## config.mk

```make
export PLATFORM = sky130hd
export DESIGN_NAME = pipe_hazard_ctrl
export DESIGN_NICKNAME = d
export VERILOG_FILES = /design/src/rtl/core_pkg.sv /design/src/rtl/sat_counter.sv /design/src/rtl/pipe_hazard_ctrl.sv
export SDC_FILE = /design/constraint.sdc
export NUM_CORES = 1
export LEC_CHECK = 0
export ABC_AREA = 1
export CAP_MARGIN = 5
export CORE_ASPECT_RATIO = 0.5
export CORE_MARGIN = 5
export CORE_UTILIZATION = 54
export DETAILED_ROUTE_END_ITERATION = 16
export GPL_ROUTABILITY_DRIVEN = 0
export GPL_TIMING_DRIVEN = 1
export PLACE_DENSITY = 0.86
export SLEW_MARGIN = 20
export SYNTH_ARGS = -nofsm -noshare
export SYNTH_HDL_FRONTEND = slang
export SYNTH_SLANG_ARGS = --single-unit
```

## constraint.sdc

```tcl
create_clock -name clk -period 5.2 [get_ports clk]
set_clock_uncertainty 0.2 [all_clocks]
set_input_delay 0.78 -clock clk [delete_from_list [all_inputs] [get_ports clk]]
set_output_delay 0.78 -clock clk [all_outputs]
set_load 0.005 [all_outputs]
```

## src/rtl/core_pkg.sv

```systemverilog
// Shared core definitions: FSM encodings, opcodes, control-bit indices.
package core_pkg;

  localparam int unsigned STATE_W     = 2;
  localparam int unsigned REG_W       = 5;
  localparam int unsigned FLUSH_CNT_W = 3;
  localparam int unsigned WAIT_CNT_W  = 8;
  localparam int unsigned OPCODE_W    = 7;

  // Sequencer FSM encodings (visible on state_o)
  localparam logic [STATE_W-1:0] STATE_RUN      = 2'd0;
  localparam logic [STATE_W-1:0] STATE_FLUSH    = 2'd1;
  localparam logic [STATE_W-1:0] STATE_MEM_WAIT = 2'd2;

  // RV32I major opcodes
  localparam logic [OPCODE_W-1:0] OP_LOAD   = 7'b0000011;
  localparam logic [OPCODE_W-1:0] OP_STORE  = 7'b0100011;
  localparam logic [OPCODE_W-1:0] OP_BRANCH = 7'b1100011;
  localparam logic [OPCODE_W-1:0] OP_JAL    = 7'b1101111;
  localparam logic [OPCODE_W-1:0] OP_JALR   = 7'b1100111;
  localparam logic [OPCODE_W-1:0] OP_OP     = 7'b0110011;
  localparam logic [OPCODE_W-1:0] OP_OP_IMM = 7'b0010011;
  localparam logic [OPCODE_W-1:0] OP_LUI    = 7'b0110111;
  localparam logic [OPCODE_W-1:0] OP_AUIPC  = 7'b0010111;

  // Bit positions in the decoded control word carried down the pipe
  localparam int unsigned CTRL_W        = 6;
  localparam int unsigned CTRL_USES_RS1 = 0;
  localparam int unsigned CTRL_USES_RS2 = 1;
  localparam int unsigned CTRL_MEM_REN  = 2;
  localparam int unsigned CTRL_MEM_WEN  = 3;
  localparam int unsigned CTRL_BRANCH   = 4;
  localparam int unsigned CTRL_REG_WEN  = 5;

  // Decoder used by the core so uses_rs*/mem_ren agree with this unit
  function automatic logic [CTRL_W-1:0] decode_ctrl(input logic [OPCODE_W-1:0] opcode);
    logic [CTRL_W-1:0] c;
    c = '0;
    case (opcode)
      OP_LOAD:   begin c[CTRL_USES_RS1] = 1'b1; c[CTRL_MEM_REN] = 1'b1; c[CTRL_REG_WEN] = 1'b1; end
      OP_STORE:  begin c[CTRL_USES_RS1] = 1'b1; c[CTRL_USES_RS2] = 1'b1; c[CTRL_MEM_WEN] = 1'b1; end
      OP_BRANCH: begin c[CTRL_USES_RS1] = 1'b1; c[CTRL_USES_RS2] = 1'b1; c[CTRL_BRANCH] = 1'b1; end
      OP_OP:     begin c[CTRL_USES_RS1] = 1'b1; c[CTRL_USES_RS2] = 1'b1; c[CTRL_REG_WEN] = 1'b1; end
      OP_OP_IMM,
      OP_JALR:   begin c[CTRL_USES_RS1] = 1'b1; c[CTRL_REG_WEN] = 1'b1; end
      OP_JAL,
      OP_LUI,
      OP_AUIPC:  c[CTRL_REG_WEN] = 1'b1;
      default:   c = '0;
    endcase
    return c;
  endfunction

  // Load in q3 writes a register that the q2 instruction reads (x0 never hazards)
  function automatic logic load_use_hit(
    input logic             mem_ren,
    input logic [REG_W-1:0] rd,
    input logic             uses_rs1,
    input logic [REG_W-1:0] rs1,
    input logic             uses_rs2,
    input logic [REG_W-1:0] rs2
  );
    return mem_ren && (rd != '0) &&
           ((uses_rs1 && (rs1 == rd)) || (uses_rs2 && (rs2 == rd)));
  endfunction

endpackage

```

## src/rtl/sat_counter.sv

```systemverilog
// Saturating up-counter.
// Ports: clk, rst_n (async active-low), i_en (count this cycle), o_count.
module sat_counter #(
  parameter int unsigned W = 16
) (
  input  logic         clk,
  input  logic         rst_n,
  input  logic         i_en,
  output logic [W-1:0] o_count
);

  logic [W-1:0] r_count;

  // Holds at all-ones once reached
  always_ff @(posedge clk or negedge rst_n) begin
    if (!rst_n) begin
      r_count <= '0;
    end else if (i_en && (r_count != {W{1'b1}})) begin
      r_count <= r_count + W'(1);
    end
  end

  assign o_count = r_count;

endmodule

```

## src/rtl/pipe_hazard_ctrl.sv

```systemverilog
// Pipeline sequencer for the 5-stage core: load-use bubble, taken-branch
// squash, data-memory freeze with timeout, and performance counters.
// Inputs : q2 source regs/uses, q3 rd/load, dmem_req/ready, branch_taken_q4.
// Outputs: stage enables, q2q3 bubble, stage flushes, pc_sel_branch (all
//          combinational from state + inputs), err_timeout, stall_cycles,
//          flush_events, state_o (registered).
module pipe_hazard_ctrl
  import core_pkg::*;
#(
  parameter int unsigned FLUSH_CYCLES = 1,
  parameter int unsigned MEM_TIMEOUT  = 15,
  parameter int unsigned CNT_W        = 16
) (
  input  logic             clk,
  input  logic             rst_n,
  input  logic [4:0]       rs1_q2,
  input  logic [4:0]       rs2_q2,
  input  logic             uses_rs1_q2,
  input  logic             uses_rs2_q2,
  input  logic [4:0]       rd_q3,
  input  logic             mem_ren_q3,
  input  logic             dmem_req,
  input  logic             dmem_ready,
  input  logic             branch_taken_q4,
  output logic             pc_en,
  output logic             q1q2_en,
  output logic             q2q3_en,
  output logic             q3q4_en,
  output logic             q4q5_en,
  output logic             q2q3_bubble,
  output logic             q1q2_flush,
  output logic             q2q3_flush,
  output logic             q3q4_flush,
  output logic             pc_sel_branch,
  output logic             err_timeout,
  output logic [CNT_W-1:0] stall_cycles,
  output logic [CNT_W-1:0] flush_events,
  output logic [1:0]       state_o
);

  localparam int unsigned LIMIT_W = WAIT_CNT_W + 1;

  logic [STATE_W-1:0]     r_state,     w_state_nxt;
  logic [FLUSH_CNT_W-1:0] r_flush_cnt, w_flush_cnt_nxt;
  logic [WAIT_CNT_W-1:0]  r_wait_cnt,  w_wait_cnt_nxt;
  logic                   r_err,       w_err_nxt;

  logic w_load_use;
  logic w_wait_limit;
  logic w_freeze;
  logic w_load_stall;
  logic w_flush_inc;

  assign w_load_use = load_use_hit(mem_ren_q3, rd_q3, uses_rs1_q2, rs1_q2,
                                   uses_rs2_q2, rs2_q2);

  // r_wait_cnt counts wait cycles already spent; this cycle is the next one
  assign w_wait_limit = (LIMIT_W'(r_wait_cnt) + LIMIT_W'(1)) >= LIMIT_W'(MEM_TIMEOUT);

  // State register
  always_ff @(posedge clk or negedge rst_n) begin
    if (!rst_n) begin
      r_state     <= STATE_RUN;
      r_flush_cnt <= '0;
      r_wait_cnt  <= '0;
      r_err       <= 1'b0;
    end else begin
      r_state     <= w_state_nxt;
      r_flush_cnt <= w_flush_cnt_nxt;
      r_wait_cnt  <= w_wait_cnt_nxt;
      r_err       <= w_err_nxt;
    end
  end

  // Next-state and sequencing decisions
  always_comb begin
    w_state_nxt     = r_state;
    w_flush_cnt_nxt = r_flush_cnt;
    w_wait_cnt_nxt  = r_wait_cnt;
    w_err_nxt       = r_err;
    w_freeze        = 1'b0;
    w_load_stall    = 1'b0;
    w_flush_inc     = 1'b0;
    pc_sel_branch   = 1'b0;
    q1q2_flush      = 1'b0;
    q2q3_flush      = 1'b0;
    q3q4_flush      = 1'b0;

    case (r_state)
      STATE_RUN: begin
        if (branch_taken_q4) begin
          // q2 and q3 are squashed, so their hazards are irrelevant
          pc_sel_branch = 1'b1;
          q1q2_flush    = 1'b1;
          q2q3_flush    = 1'b1;
          q3q4_flush    = 1'b1;
          w_flush_inc   = 1'b1;
          if (FLUSH_CYCLES > 0) begin
            w_state_nxt     = STATE_FLUSH;
            w_flush_cnt_nxt = FLUSH_CNT_W'(FLUSH_CYCLES);
          end
        end else if (dmem_req && !dmem_ready) begin
          w_freeze       = 1'b1;
          w_state_nxt    = STATE_MEM_WAIT;
          w_wait_cnt_nxt = WAIT_CNT_W'(1);
        end else if (w_load_use) begin
          w_load_stall = 1'b1;
        end
      end

      STATE_FLUSH: begin
        // Drops the stale fetch still arriving from synchronous imem
        q1q2_flush = 1'b1;
        if (r_flush_cnt <= FLUSH_CNT_W'(1)) begin
          w_state_nxt = STATE_RUN;
        end else begin
          w_flush_cnt_nxt = r_flush_cnt - FLUSH_CNT_W'(1);
        end
      end

      STATE_MEM_WAIT: begin
        if (dmem_ready) begin
          w_state_nxt = STATE_RUN;
        end else if (w_wait_limit) begin
          w_err_nxt   = 1'b1;
          w_state_nxt = STATE_RUN;
        end else begin
          w_freeze       = 1'b1;
          w_wait_cnt_nxt = r_wait_cnt + WAIT_CNT_W'(1);
        end
      end

      default: w_state_nxt = STATE_RUN;
    endcase
  end

  // Stage enables: freeze holds everything, load-use holds only PC and q1q2
  assign pc_en       = !(w_freeze || w_load_stall);
  assign q1q2_en     = !(w_freeze || w_load_stall);
  assign q2q3_en     = !w_freeze;
  assign q3q4_en     = !w_freeze;
  assign q4q5_en     = !w_freeze;
  assign q2q3_bubble = w_load_stall;
  assign err_timeout = r_err;
  assign state_o     = r_state;

  sat_counter #(.W(CNT_W)) u_stall_cnt (
    .clk     (clk),
    .rst_n   (rst_n),
    .i_en    (!pc_en),
    .o_count (stall_cycles)
  );

  sat_counter #(.W(CNT_W)) u_flush_cnt (
    .clk     (clk),
    .rst_n   (rst_n),
    .i_en    (w_flush_inc),
    .o_count (flush_events)
  );

endmodule

```

==> out/results.tsv, run 1 <==
stage	metric	value	unit
worst_setup_path	FF-to-FF End	u_flush_cnt.o_count[8]	
sta	final slew viol count	0	
grt	first-pass GRT wire length	11.9	mm
sta	measured slew at the worst slew-check pin	588	ps
final_layout	# diodes	0	
sta	Setup-failing EPs final	0	
grt	gr ovfl total	0	
power_and_ir_drop	clock share of power	24.5	%
synthesis	Post-Syn Area per Cell	7.44	um^2
routing	Pre-antenna DRT Iters	4	
routing	DRC	0	
routing	drt total wl	6.82	mm
final_layout	fin nets	476	
power_and_ir_drop	Sw Share	33.3	%
sta	Final Hold Viols	0	
worst_setup_path	critical path class	primary input to primary output	
final_layout	Area Growth Syn to Fin	27.7	%
synthesis	ranking of synthesized cells by area	dfrtp_1 40%, nand2_1 14%, xor2_1 6.7%	
outcome	status	finished, final reports clean	
routing	antenna viol nets, final	0	
place	DP Wirelength	5.06	mm
floorplanning	Ports	68	
synthesis	Synth Instances	384	
synthesis	Synth async-reset ratio	100	%
synthesis	synth cell count leaders	109 x nand2_1, 47 x inv_1, 46 x dfrtp_1	
clock_tree	Reg clk slew, reported paths	90	ps
worst_setup_path	Critical-path top delay cell	clkdlybuf4s50_1	
floorplanning	chip height	61.4	um
floorplanning	Initial Utilization	56.9	%
worst_setup_path	Crit path required time	4220	ps
synthesis	Synth warnings	0	
clock_tree	post_cts resized	0	
sta	Final Cycle Share	71.2	%
floorplanning	num rows	18	
clock_tree	clock sink total	46	
clock_tree	Root Buffer	clkbuf_8	
grt	GRT Total Usage	21.4	%
synthesis	Post-synth top flop	dfrtp_1	
clock_tree	CTS tree	yes	
sta	Max-slew headroom	60.8	%
worst_setup_path	reg2reg path depth	10	
power_and_ir_drop	VDD IR-drop max	0.000298	V
floorplanning	die area	0.00693	mm^2
routing	Avg Vias per Cell	5.14	
synthesis	most common cell in the netlist	nand2_1	
clock_tree	cts hold-fix bufs	0	
worst_setup_path	Worst Path Max Fanout	18	
worst_setup_path	Buf+Inv Stages, Crit Path	4	
synthesis	count of cell types in the netlist	29	
power_and_ir_drop	Reg power frac	44.7	%
clock_tree	worst-skew pair later-pin latency	310	ps
clock_tree	CTS buffer count	5	
grt	vias in the first global route	2581	
grt	initial antenna violation count	0	
final_layout	fraction of layout instances using a drive strength above 1	4.68	%
worst_setup_path	Setup crit start kind	primary input	
power_and_ir_drop	Net Switching	369	uW
synthesis	area leader, netlist	dfrtp_1	
worst_setup_path	Reg2Reg Launch Point	state_o[1]	
worst_setup_path	CP top delay family	buffers and inverters	
final_layout	final core occ	72.6	%
place	IO Port Bufs	67	
sta	Tmin final	3700	ps
clock_tree	total number of H-tree levels	2	
floorplanning	Die Wd	113	um
flow_run	max-cap violation count	0	
worst_setup_path	worst reg-to-reg setup slack	2900	ps
min_path	Hold Crit Class	primary input to asynchronous set/reset pin	
sta	fmax	0.270	GHz
routing	wire length per cell	13.1	um
routing	via count	2669	
power_and_ir_drop	P_leak	0.00174	uW
synthesis	Post-synth EDFFs	0	
worst_setup_path	Worst EP arrival	2720	ps
sta	RSZ-0062 raised after global routing	false	
grt	largest net degree at the start of global routing	47	
clock_tree	total setup buffers inserted after CTS	0	
power_and_ir_drop	Power Density	304	mW/mm^2
clock_tree	Longest Clk Path Bufs	2	
power_and_ir_drop	Gate power share	30.8	%
sta	Setup TNS	0	ps
worst_setup_path	crit end category	primary output	
worst_setup_path	crit-path cells	clkdlybuf4s50_1, o21ai_0, inv_1, nand4_1, nand2_1, nand2_1, nand3_4, inv_1, clkdlybuf4s50_1	
synthesis	Yosys reg bits	46	
synthesis	syn_nets	412	
power_and_ir_drop	internal power	739	uW
synthesis	Synth top area share	40.3	%
synthesis	Syn Std Cell Area	0.00286	mm^2
routing	Starting DRT DRC Count	173	
worst_setup_path	slowest stage delay, CP	520	ps
floorplanning	Core ar.	0.00502	mm^2
synthesis	Seq/Total Area, Yosys	40.3	%
final_layout	Filler cells	407	
## metal layers
metal | vias to the layer above | wire, um | track usage, %
li1 | 1330 | - | -
met1 | 1249 | 2950 | 26.2
met2 | 76 | 3370 | 38.8
met3 | 14 | 370 | 4.71
met4 | 0 | 130 | 7.19
met5 | - | 0 | 0
## worst reg2reg max path: cells and delay by family (launching register included)
| family | cells | cell delay, ps |
|---|---|---|
| flops | 1 | 400 |
| buf+inv | 2 | 300 |
| simple gates | 8 | 1290 |
## placed cells by master (no fill, tap or decap), drive strengths merged
master         synthesis  routed
nand2                111     111
o21bai                 1       1
buf                   10       1
xnor2                  9       9
nor2                  46      46
dfrtp                 46      46
nand4                 12      12
inv                   49      49
a21boi                 1       1
a21oi                  4       4
clkbuf                 0       6
o21ai                 11      11
clkinv                 1       1
nand3b                 2       2
o22ai                  1       1
bufinv                 0       1
clkinvlp               0       1
xor2                  22      22
nor3                  15      15
a21o                   1       1
nand3                 37      37
clkdlybuf4s50          0      66
ha                     5       5
## cell type report
type / count / area [um^2] / share of cell area [%]
Multi-Input combinational cell: 278 / 1440 / 39.6
Sequential cell: 46 / 1150 / 31.5
Timing Repair Buffer: 67 / 668 / 18.3
Inverter: 50 / 188 / 5.14
Tap cell: 70 / 87.6 / 2.40
Clock buffer: 6 / 72.6 / 1.99
Clock inverter: 2 / 37.5 / 1.03
## worst max-delay path by stage
stage	start	to	cells past startpoint
after floorplan	rd_q3[2]	q1q2_en	10
after global placement	rd_q3[4]	pc_en	9
after detailed placement	rd_q3[2]	pc_en	10
after CTS	rd_q3[1]	pc_en	9
after global routing	rd_q3[0]	pc_en	11
final	rd_q3[1]	pc_en	9
## metrics by stage
stage                     power, uW  worst slack [ps]  cell area, um^2  hold WS (ps)  cells
after floorplan                 659              2470             2860           240    384
after global routing           1180              1340             3650           289    519
after detailed placement        844              1530             3540           255    511
after CTS                      1110              1510             3650           275    519
final                          1110              1500             3650           263    519
after global placement          827              1560             3540           250    511
## sequential cells by signal (all words and copies together) (netlist names)
| signal | flops |
|---|---|
| u_stall_cnt.o_count | 16 |
| u_flush_cnt.o_count | 16 |
| err_timeout | 1 |
| state_o | 2 |
| r_flush_cnt | 3 |
| r_wait_cnt | 8 |
## kinds of logic after synthesis
kind of cell | after synthesis | share of synthesized area, %
AOI/OAI and AO/OA | 19 | 3.64
xor gates and xnor gates | 31 | 9.51
buffers and inverters | 60 | 9.15
DFF | 46 | 40.3
adders and majority gates | 5 | 2.19
and+or+nand+nor | 223 | 35.2
## power by group through the flow
stage / Clock [uW] / Combinational, uW / Sequential, uW
finish: 272 / 341 / 495
global route: 290 / 383 / 509
CTS: 273 / 345 / 496
detailed placement: 0 / 342 / 501
global placement: 0 / 329 / 498
floorplan: 0 / 167 / 492
(Power assumes the default switching activity.)
==> run 2: changes to the inputs <==
--- a/config.mk
+++ b/config.mk
@@ -9,11 +9,11 @@
 export CAP_MARGIN = 5
 export CORE_ASPECT_RATIO = 0.5
 export CORE_MARGIN = 5
-export CORE_UTILIZATION = 54
+export CORE_UTILIZATION = 50
 export DETAILED_ROUTE_END_ITERATION = 16
 export GPL_ROUTABILITY_DRIVEN = 0
 export GPL_TIMING_DRIVEN = 1
-export PLACE_DENSITY = 0.86
+export PLACE_DENSITY = 0.8
 export SLEW_MARGIN = 20
 export SYNTH_ARGS = -nofsm -noshare
 export SYNTH_HDL_FRONTEND = slang
==> constraint.sdc (replaced) <==
create_clock -name clk -period 3.54 [get_ports clk]
set_clock_uncertainty 0.2 [all_clocks]
set_input_delay 0.531 -clock clk [delete_from_list [all_inputs] [get_ports clk]]
set_output_delay 0.531 -clock clk [all_outputs]
set_load 0.005 [all_outputs]
==> run 2 against run 1 <==
  * Core utilization is 5.2 points lower
  * Die area is 7.0% higher
  * Critical endpoint is now q3q4_en
  * Global-route usage is 2.8 points lower
  * Register-to-register slack worse by 1700 ps
  * Critical path depth is 3 higher
==> out/results.tsv, run 2 (same netlist as run 1, synthesis figures left out) <==
stage	metric	value	unit	change
sta	measured slew at the worst slew-check pin	577	ps	-11.3 ps
worst_setup_path	slowest stage delay, CP	530	ps	about the same
worst_setup_path	crit-path cells	inv_2, ha_1, nor2_1, nor2_1, nor2_1, nand2_1, nand2_1, nor2_2, nand3_2, nand2_1, inv_1, clkdlybuf4s50_1		
clock_tree	CTS tree	yes		
clock_tree	clock sink total	46		unchanged
routing	Pre-antenna DRT Iters	4		unchanged
final_layout	# diodes	0		unchanged
place	DP Cell Count	516		+0.98%
worst_setup_path	Crit path required time	2810	ps	-1410 ps
worst_setup_path	Worst Path Max Fanout	6		-12
floorplanning	chip height	63.4	um	+3.3%
outcome	status	finished, final reports clean		
sta	final slew viol count	0		unchanged
power_and_ir_drop	Power Density	471	mW/mm^2	+55%
clock_tree	Reg clk slew, reported paths	60	ps	-30 ps
clock_tree	Longest Clk Path Bufs	2		unchanged
routing	via count	2565		-3.9%
place	IO Port Bufs	67		unchanged
place	DP Wirelength	4.75	mm	-6.1%
sta	Setup TNS	0	ps	unchanged
clock_tree	cts hold-fix bufs	0		unchanged
grt	first-pass GRT wire length	11.1	mm	-6.9%
power_and_ir_drop	VDD IR-drop max	0.000367	V	+23%
worst_setup_path	Critical-path top delay cell	clkdlybuf4s50_1		
flow_run	max-cap violation count	0		unchanged
grt	vias in the first global route	2386		-7.6%
worst_setup_path	critical path class	flip-flop to primary output		
power_and_ir_drop	Final Total Pwr	1750	uW	+58%
power_and_ir_drop	P_leak	0.00178	uW	+2.1%
sta	RSZ-0062 raised after global routing	false		
worst_setup_path	Worst EP arrival	2360	ps	-360 ps
final_layout	Area Growth Syn to Fin	30.2	%	
sta	fmax	0.324	GHz	
worst_setup_path	Reg2Reg Launch Point	state_o[1]		
clock_tree	worst-skew pair later-pin latency	290	ps	-20 ps
routing	Avg Vias per Cell	4.90		-4.8%
clock_tree	total number of H-tree levels	2		unchanged
clock_tree	CTS buffer count	5		unchanged
floorplanning	die area	0.00742	mm^2	+7.0%
floorplanning	num rows	19		+1
final_layout	final core occ	67.4	%	-5.2 points
grt	largest net degree at the start of global routing	47		unchanged
final_layout	fin nets	478		+0.42%
floorplanning	Ports	68		unchanged
final_layout	Filler cells	463		+14%
routing	Starting DRT DRC Count	99		-43%
clock_tree	post_cts resized	0		unchanged
worst_setup_path	reg2reg path depth	10		unchanged
sta	Setup-failing EPs final	0		unchanged
final_layout	fraction of layout instances using a drive strength above 1	4.88	%	+0.20 points
worst_setup_path	FF-to-FF End	u_flush_cnt.o_count[8]		
grt	initial antenna violation count	0		unchanged
grt	GRT Total Usage	18.6	%	-2.8 points
routing	wire length per cell	12.5	um	-5.1%
floorplanning	Core ar.	0.00552	mm^2	+9.8%
sta	Final Hold Viols	0		unchanged
floorplanning	Die Wd	117	um	+3.6%
worst_setup_path	worst reg-to-reg setup slack	1170	ps	-1730 ps
sta	Max-slew headroom	61.6	%	+0.75 points
clock_tree	Root Buffer	clkbuf_16		
final_layout	most frequent cells in the layout	109 x nand2_1, 66 x clkdlybuf4s50_1, 47 x inv_1, 46 x dfrtp_1, 43 x nor2_1		
routing	DRC	0		unchanged
worst_setup_path	crit end category	primary output		
min_path	Hold Crit Class	primary input to asynchronous set/reset pin		
routing	antenna viol nets, final	0		unchanged
sta	Tmin final	3090	ps	
final_layout	final design instance area without fill	0.00372	mm^2	+2.0%
place	DP Area	0.00355	mm^2	+0.53%
routing	drt total wl	6.54	mm	-4.1%
sta	Final Cycle Share	87.2	%	
grt	gr ovfl total	0		unchanged
worst_setup_path	Setup crit start kind	flip-flop		
final_layout	commonest non-fill, non-tap cell in the layout	nand2_1		
clock_tree	total setup buffers inserted after CTS	0		unchanged
final_layout	final non-filler cell total	524		+0.96%
floorplanning	Initial Utilization	51.8	%	-5.1 points
-- run 2: report_power, final --
part           total (uW)  switching, uW  leakage (uW)  internal, uW
combinational         496            231       0.00109           265
clock                 526            192     0.0000781           334
sequential            731            118      0.000612           613
total                1750            541       0.00178          1210
-- run 2: through the flow --
step | worst slack, ps | hold WS [ps]
finish | 452 | 32.4
global route | 306 | 98.8
CTS | 434 | 251
detailed placement | 536 | 262
global placement | 601 | 247
floorplan | 1160 | 35.4
-- run 2: worst max path at each step --
stage,cells past startpoint,slack [ps],endpoint,start
CTS,12,430,q3q4_en,r_wait_cnt[0]
floorplan,13,1160,q1q2_en,r_wait_cnt[0]
global placement,11,600,pc_en,rd_q3[0]
finish,12,450,q3q4_en,r_wait_cnt[0]
detailed placement,11,540,pc_en,rd_q3[0]
global route,12,310,q3q4_en,r_wait_cnt[0]
-- run 2: critical path, delay by kind of cell (launching register included) --
family | cells | cell delay, ps
fa+ha+maj | 1 | 310
buf+inv | 3 | 760
flops | 1 | 430
simple gates | 8 | 560
-- run 2: metal layers --
metal / vias to the layer above / routed length (um) / part of all wire, % / track usage, %
li1: 1344 / - / - / -
met5: - / 0 / 0 / 0
met1: 1164 / 2900 / 44 / 23.2
met2: 46 / 3240 / 50 / 32.2
met3: 11 / 280 / 4.3 / 3.73
met4: 0 / 114 / 1.7 / 5.72
-- run 2: cell type report --
cell class	count	area, um^2	share of cell area, %
Multi-Input combinational cell	278	1440	38.8
Inverter	50	188	5.05
Tap cell	73	91.3	2.46
Sequential cell	46	1150	30.9
Timing Repair Buffer	69	683	18.4
Clock inverter	1	30.0	0.807
Clock buffer	7	133	3.57
==> run 3: changes to the inputs <==
--- a/config.mk
+++ b/config.mk
@@ -14,6 +14,7 @@
 export GPL_ROUTABILITY_DRIVEN = 0
 export GPL_TIMING_DRIVEN = 1
 export PLACE_DENSITY = 0.8
+export SKIP_CTS_REPAIR_TIMING = 1
 export SLEW_MARGIN = 20
 export SYNTH_ARGS = -nofsm -noshare
 export SYNTH_HDL_FRONTEND = slang
==> results of run 3 <==
Final layout, timing and power as in run 2 (identical DEF).
